<file path="src/rtl/seq_match_ctrl.sv">
// ---------------------------------------------------------------------------
// seq_match_ctrl
//
// Run controller for a programmable serial pattern matcher. A configuration
// master loads a pattern of 1..MAX_LEN bits (matched MSB-first from bit
// [len-1] down to bit [0]), a match limit and an overlap mode. A run is then
// started, serial bits are consumed through a ready/valid handshake, matches
// are pulsed and counted, and the run ends automatically once the limit is
// reached (limit 0 = unlimited) or on abort.
//
// Ports:
//   clk         system clock, rising edge
//   reset       synchronous active-high reset
//   cfg_valid   configuration offered (accepted only in IDLE)
//   cfg_ready   high only in IDLE
//   cfg_pattern pattern bits, bit [cfg_len-1] matched first
//   cfg_len     pattern length, legal 1..MAX_LEN
//   cfg_limit   matches before auto-stop, 0 = unlimited
//   cfg_overlap 1 = overlapping matches allowed
//   cfg_err     one-cycle pulse after an illegal config is rejected
//   start       begin run (ARMED only)
//   abort       cancel run (ARMED or RUN), wins over start
//   bit_valid   serial bit offered
//   bit_in      serial bit
//   bit_ready   serial bit accepted this cycle when bit_valid is high
//   match       one-cycle pulse per detected match
//   match_cnt   matches in current/last run
//   busy        high in ARMED or RUN
//   done        one-cycle pulse when the match limit is reached
// ---------------------------------------------------------------------------
module seq_match_ctrl #(
    parameter int MAX_LEN = 8,
    parameter int CNT_W   = 8,
    localparam int LEN_W  = $clog2(MAX_LEN) + 1
) (
    input  logic               clk,
    input  logic               reset,
    input  logic               cfg_valid,
    output logic               cfg_ready,
    input  logic [MAX_LEN-1:0] cfg_pattern,
    input  logic [LEN_W-1:0]   cfg_len,
    input  logic [CNT_W-1:0]   cfg_limit,
    input  logic               cfg_overlap,
    output logic               cfg_err,
    input  logic               start,
    input  logic               abort,
    input  logic               bit_valid,
    input  logic               bit_in,
    output logic               bit_ready,
    output logic               match,
    output logic [CNT_W-1:0]   match_cnt,
    output logic               busy,
    output logic               done
);

    typedef enum logic [1:0] {
        S_IDLE  = 2'd0,
        S_ARMED = 2'd1,
        S_RUN   = 2'd2,
        S_DONE  = 2'd3
    } state_t;

    state_t             state_q, state_d;
    logic [MAX_LEN-1:0] pat_q,   pat_d;
    logic [LEN_W-1:0]   len_q,   len_d;
    logic [CNT_W-1:0]   limit_q, limit_d;
    logic               ovl_q,   ovl_d;
    logic [MAX_LEN-1:0] hist_q,  hist_d;
    logic [LEN_W-1:0]   fill_q,  fill_d;
    logic [CNT_W-1:0]   cnt_q,   cnt_d;
    logic               match_q, match_d;
    logic               cfg_err_q, cfg_err_d;

    logic               bit_acc;
    logic [MAX_LEN:0]   hist_ext;
    logic [MAX_LEN:0]   pat_ext;
    logic [MAX_LEN:0]   mask_ext;
    logic               fill_ok;
    logic               hit;
    logic [CNT_W-1:0]   cnt_inc;
    logic               limit_hit;
    logic               cfg_legal;
    logic [LEN_W-1:0]   fill_inc;

    assign bit_ready = (state_q == S_RUN) && !abort;
    assign bit_acc   = bit_valid && bit_ready;

    // The incoming bit is compared together with the stored history so a
    // match is reported in the cycle right after the last pattern bit.
    // The extra top bit is always masked off since len never exceeds MAX_LEN.
    assign hist_ext  = {hist_q, bit_in};
    assign pat_ext   = {1'b0, pat_q};
    assign mask_ext  = ~({(MAX_LEN + 1){1'b1}} << len_q);
    assign fill_ok   = ({1'b0, fill_q} + 1'b1) >= {1'b0, len_q};
    assign hit       = fill_ok && ((hist_ext & mask_ext) == (pat_ext & mask_ext));

    assign cnt_inc   = (&cnt_q) ? cnt_q : cnt_q + 1'b1;
    assign limit_hit = (limit_q != '0) && (cnt_inc == limit_q);
    assign fill_inc  = (fill_q == LEN_W'(MAX_LEN)) ? fill_q : fill_q + 1'b1;
    assign cfg_legal = (cfg_len != '0) && (cfg_len <= LEN_W'(MAX_LEN));

    always_comb begin
        state_d   = state_q;
        pat_d     = pat_q;
        len_d     = len_q;
        limit_d   = limit_q;
        ovl_d     = ovl_q;
        hist_d    = hist_q;
        fill_d    = fill_q;
        cnt_d     = cnt_q;
        match_d   = 1'b0;
        cfg_err_d = 1'b0;

        case (state_q)
            S_IDLE: begin
                if (cfg_valid) begin
                    if (cfg_legal) begin
                        pat_d   = cfg_pattern;
                        len_d   = cfg_len;
                        limit_d = cfg_limit;
                        ovl_d   = cfg_overlap;
                        state_d = S_ARMED;
                    end else begin
                        cfg_err_d = 1'b1;
                    end
                end
            end
            S_ARMED: begin
                if (abort) begin
                    state_d = S_IDLE;
                end else if (start) begin
                    cnt_d   = '0;
                    hist_d  = '0;
                    fill_d  = '0;
                    state_d = S_RUN;
                end
            end
            S_RUN: begin
                if (abort) begin
                    state_d = S_IDLE;
                end else if (bit_acc) begin
                    hist_d = hist_ext[MAX_LEN-1:0];
                    fill_d = fill_inc;
                    if (hit) begin
                        match_d = 1'b1;
                        cnt_d   = cnt_inc;
                        // Non-overlap: the next match must be built entirely
                        // from bits arriving after this one.
                        if (!ovl_q) begin
                            fill_d = '0;
                        end
                        if (limit_hit) begin
                            state_d = S_DONE;
                        end
                    end
                end
            end
            S_DONE: begin
                state_d = S_IDLE;
            end
            default: begin
                state_d = S_IDLE;
            end
        endcase
    end

    always_ff @(posedge clk) begin
        if (reset) begin
            state_q   <= S_IDLE;
            hist_q    <= '0;
            fill_q    <= '0;
            cnt_q     <= '0;
            match_q   <= 1'b0;
            cfg_err_q <= 1'b0;
        end else begin
            state_q   <= state_d;
            hist_q    <= hist_d;
            fill_q    <= fill_d;
            cnt_q     <= cnt_d;
            match_q   <= match_d;
            cfg_err_q <= cfg_err_d;
        end
    end

    // Configuration holding registers are only meaningful after a legal
    // config is accepted, so they carry no reset.
    always_ff @(posedge clk) begin
        pat_q   <= pat_d;
        len_q   <= len_d;
        limit_q <= limit_d;
        ovl_q   <= ovl_d;
    end

    assign cfg_ready = (state_q == S_IDLE);
    assign busy      = (state_q == S_ARMED) || (state_q == S_RUN);
    assign done      = (state_q == S_DONE);
    assign match     = match_q;
    assign match_cnt = cnt_q;
    assign cfg_err   = cfg_err_q;

endmodule
</file>
<file path="config.mk">
export PLATFORM = sky130hd
export DESIGN_NAME = seq_match_ctrl
export DESIGN_NICKNAME = d
export VERILOG_FILES = /design/src/rtl/seq_match_ctrl.sv
export SDC_FILE = /design/constraint.sdc
export NUM_CORES = 1
export LEC_CHECK = 0
export CORE_MARGIN = 8
export CORE_UTILIZATION = 35
export CTS_CLUSTER_DIAMETER = 200
export DETAILED_ROUTE_END_ITERATION = 7
export PLACE_DENSITY_LB_ADDON = 0.15
export SLEW_MARGIN = 10
export SYNTH_ARGS = -nofsm -noshare
export SYNTH_HDL_FRONTEND = slang
export SYNTH_SLANG_ARGS = --single-unit
</file>
<file path="constraint.sdc">
create_clock -name clk -period 2.25 [get_ports clk]
set_input_delay 0.3375 -clock clk [delete_from_list [all_inputs] [get_ports clk]]
set_output_delay 0.3375 -clock clk [all_outputs]
set_load 0.005 [all_outputs]
</file>
==> results.txt <==
status -> complete, but fails checks
failing checks -> setup timing
RSZ-0062 raised after global routing -> yes
Worst Path Max Fanout -> 6
Logic pwr share -> 0.152
r2r startpoint -> len_q[1]$_DFFE_PP_
Max-slew headroom -> 0.689
Total Routing Usage GR -> 0.133
Seq/Total Area, Yosys -> 0.440
Final setup viols -> 13
Placer Congestion -> 0.788
fin nets -> 372
vias in the first global route -> 2,194
diode count -> 0
hold path cells -> 2
Setup crit end kind -> flop
Area Growth Syn to Fin -> 39.7%
Chip Width -> 101 µm
Tot Pwr -> 1.74 mW
CP top delay family -> simple AND/OR/NAND/NOR gates
final std cells w/o fill -> 433
Max stage delay cell, worst path -> or4_4
Via-to-Cell Ratio -> 5.13
Die Span Y -> 101 µm
Post-Syn Nets -> 306
placed cell area -> 3230 µm²
syn_area_per_cell -> 9.46 µm²
die area -> 10,200 µm²
Internal Dissipation -> 1.27 mW
Final ANT Viol Nets -> 0
DR pass1 iterations -> 4
Post-synth EDFFs -> 21
core area -> 7140 µm²
first-pass GRT wire length -> 10,700 µm
clk sinks -> 45
Initial Utilization -> 0.354
Synth async-reset ratio -> 0
drt drc -> 0
root buf cell -> clkbuf_8
# Max-Cap Violations -> 0
CP Launch Type -> flop
data arrival time of the worst path -> 2.68 ns
critical path buffer and inverter count -> 0
Final HPWL DP -> 4920 µm
worst r2r dst -> match_cnt[0]$_SDFFE_PP0P_
Worst Tran Pin Value -> 0.463 ns
Main synth FF type -> dfxtp_1
design area -> 3530 µm²
fraction of layout cells with a size suffix above 1 -> 0.234
PwrDens -> 494 nW/µm²
total number of vias -> 2,222
CTS Buffer Depth -> 2
Clock Skew -> 0.00994 ns
num rows -> 31
FF+latch count, synth -> 45
Reg2Reg Depth -> 7
largest net degree at the start of global routing -> 22
Final WS setup -> -0.184 ns
initial DRC count -> 142
Seq pwr share -> 0.527
DP Cell Count -> 422
Req. time, crit path -> 2.49 ns
footprint of the multi-input gates -> 1460 µm²
crit path cell chain -> a211oi_2, o22ai_1, or4_4, or3_4, nand2b_4, or3_1, a31oi_1
cts hold-fix bufs -> 0
Synth cell types -> 53
remaining global-route overflow -> 0
synthesized netlist cell count -> 267
Critical Path Max Stage Delay -> 0.54 ns
min cycle time layout -> 2.43 ns
Psw -> 472 µW
I/O pin cnt -> 42
average wire per standard cell -> 15.1 µm
Clock Latency Late Sink -> 0.31 ns
min-delay worst type -> reg -> reg
Peak VDD IR -> 285 µV
r2r setup slk -> -0.18 ns
min-delay src -> hist_q[7]$_SDFFE_PP0P_
Warnings, synthesis -> 0
synthesized area -> 2530 µm²
register area -> 1120 µm²
I/O Buffers -> 41
Worst Hold Path EP -> hist_q[7]$_SDFFE_PP0P_
CTS clock-pin slew for the worst setup and hold paths -> 0.10 ns
fin. max-slew vios -> 0
Fillers -> 682
DRT Wirelength -> 6550 µm
# H-tree levels -> 2
CTS tree -> built
post-layout util -> 0.495
Final period util -> 1.08
Fin. Hold Viols -> 0
Clk pwr share -> 0.320
Max Fclk -> 0.411 GHz
kind of critical path -> reg -> reg
initial antenna violation count -> 0
Sw Share -> 0.271
Pleak -> 1.25 nW
total CTS buffers -> 5
==> logic make-up after synthesis <==
family | synth area share
compound gates | 0.186
xor+xnor | 0.0520
flops | 0.440
fa+ha+maj | 0.0545
buf+inv | 0.0471
mux | 0.00793
simple gates | 0.213
==> Yosys cell counts, types with 3 or more instances <==
master	count	area, µm²
a211oi_1	3	22.5
a21boi_0	3	22.5
a21oi_1	26	130
a31oi_1	6	37.5
and3_1	4	25.0
clkbuf_1	8	30.0
dfxtp_1	24	480
edfxtp_1	21	631
ha_1	11	138
inv_1	11	41.3
nand2_1	15	56.3
nand2b_1	6	37.5
nand3_1	18	90.1
nand3b_1	3	22.5
nand4_1	4	25.0
nor2_1	11	41.3
nor2b_1	3	18.8
nor3_1	7	35.0
nor4_1	5	31.3
o21a_1	6	45.0
o21ai_0	13	65.1
o22ai_1	3	18.8
xnor2_1	11	96.3
xor2_1	4	35.0
==> sequential cells by signal, summed over array words and instances (netlist names) <==
signal and flops:
cfg_err 1, fill_q 4, state_q 2, pat_q 8
hist_q 8, ovl_q 1, match_cnt 8, len_q 4
limit_q 8, match 1
==> metal layers <==
layer | share of wire | global-route usage
met5 | 0 | 0
met4 | 0.016 | 0.0550
met3 | 0.064 | 0.0338
met2 | 0.46 | 0.207
met1 | 0.46 | 0.170
==> layout make-up <==
class	count	area share
Clock buffer	5	0.0195
Inverter	11	0.0117
Timing Repair Buffer	74	0.197
Sequential cell	45	0.316
Multi-Input combinational cell	196	0.413
Clock inverter	3	0.00815
Tap cell	99	0.0351
==> worst max path at each step <==
stage	from	cells after the start	slack, ns	end
after floorplan	len_q[1]$_DFFE_PP_	8	-0.04	match_cnt[0]$_SDFFE_PP0P_
after global placement	bit_in	8	-0.32	state_q[1]$_SDFFE_PP0P_
after detailed placement	bit_in	8	-0.40	state_q[1]$_SDFFE_PP0P_
after CTS	len_q[0]$_DFFE_PP_	9	-0.14	state_q[1]$_SDFFE_PP0P_
after global routing	len_q[1]$_DFFE_PP_	7	-0.24	match_cnt[0]$_SDFFE_PP0P_
final	len_q[1]$_DFFE_PP_	7	-0.18	match_cnt[0]$_SDFFE_PP0P_
==> power groups by stage <==
stage                     Clock (mW)  Combinational [mW]  Sequential (mW)
after floorplan                    0               0.131            0.930
after CTS                      0.575               0.263            0.920
after detailed placement           0               0.248            0.938
final                          0.559               0.265            0.920
after global routing           0.609               0.291            0.924
after global placement             0               0.247            0.938
==> what timing repair did <==
action                                  CTS  global route
pin swaps                                13            10
resized for setup                        16            25
setup buffers                             3             0
endpoints found under the setup margin   12            15
==> metrics by stage <==
step	setup WS, ns	hold slack (ns)	setup TNS (ns)
2_1_floorplan	-0.0408	0.426	-0.0788
3_3_place_gp	-0.324	0.444	-3.16
3_5_place_dp	-0.396	0.447	-3.47
4_1_cts	-0.136	0.468	-0.988
5_1_grt	-0.241	0.512	-2.03
6_report	-0.184	0.465	-1.09
==> cell usage in the layout, fill, tap and decap left out, drive strengths merged, types with 5 or more instances in the layout <==
cell,Yosys,layout
clkbuf,8,5
o21ai,13,13
nor2,11,11
xnor2,11,11
dfxtp,24,24
buf,7,33
nor3,7,7
o21a,6,6
nor4,6,6
a31oi,6,6
clkdlybuf4s50,0,41
nand2,15,15
ha,11,11
a21oi,26,26
nand3,18,18
inv,11,14
nand2b,7,7
edfxtp,21,21
==> worst min-delay path: stages, from the launching register on <==
cell and delay, ns:
dfxtp_1 0.33, nand2_1 0.05, a21oi_1 0.05
(Power assumes the default switching activity.)
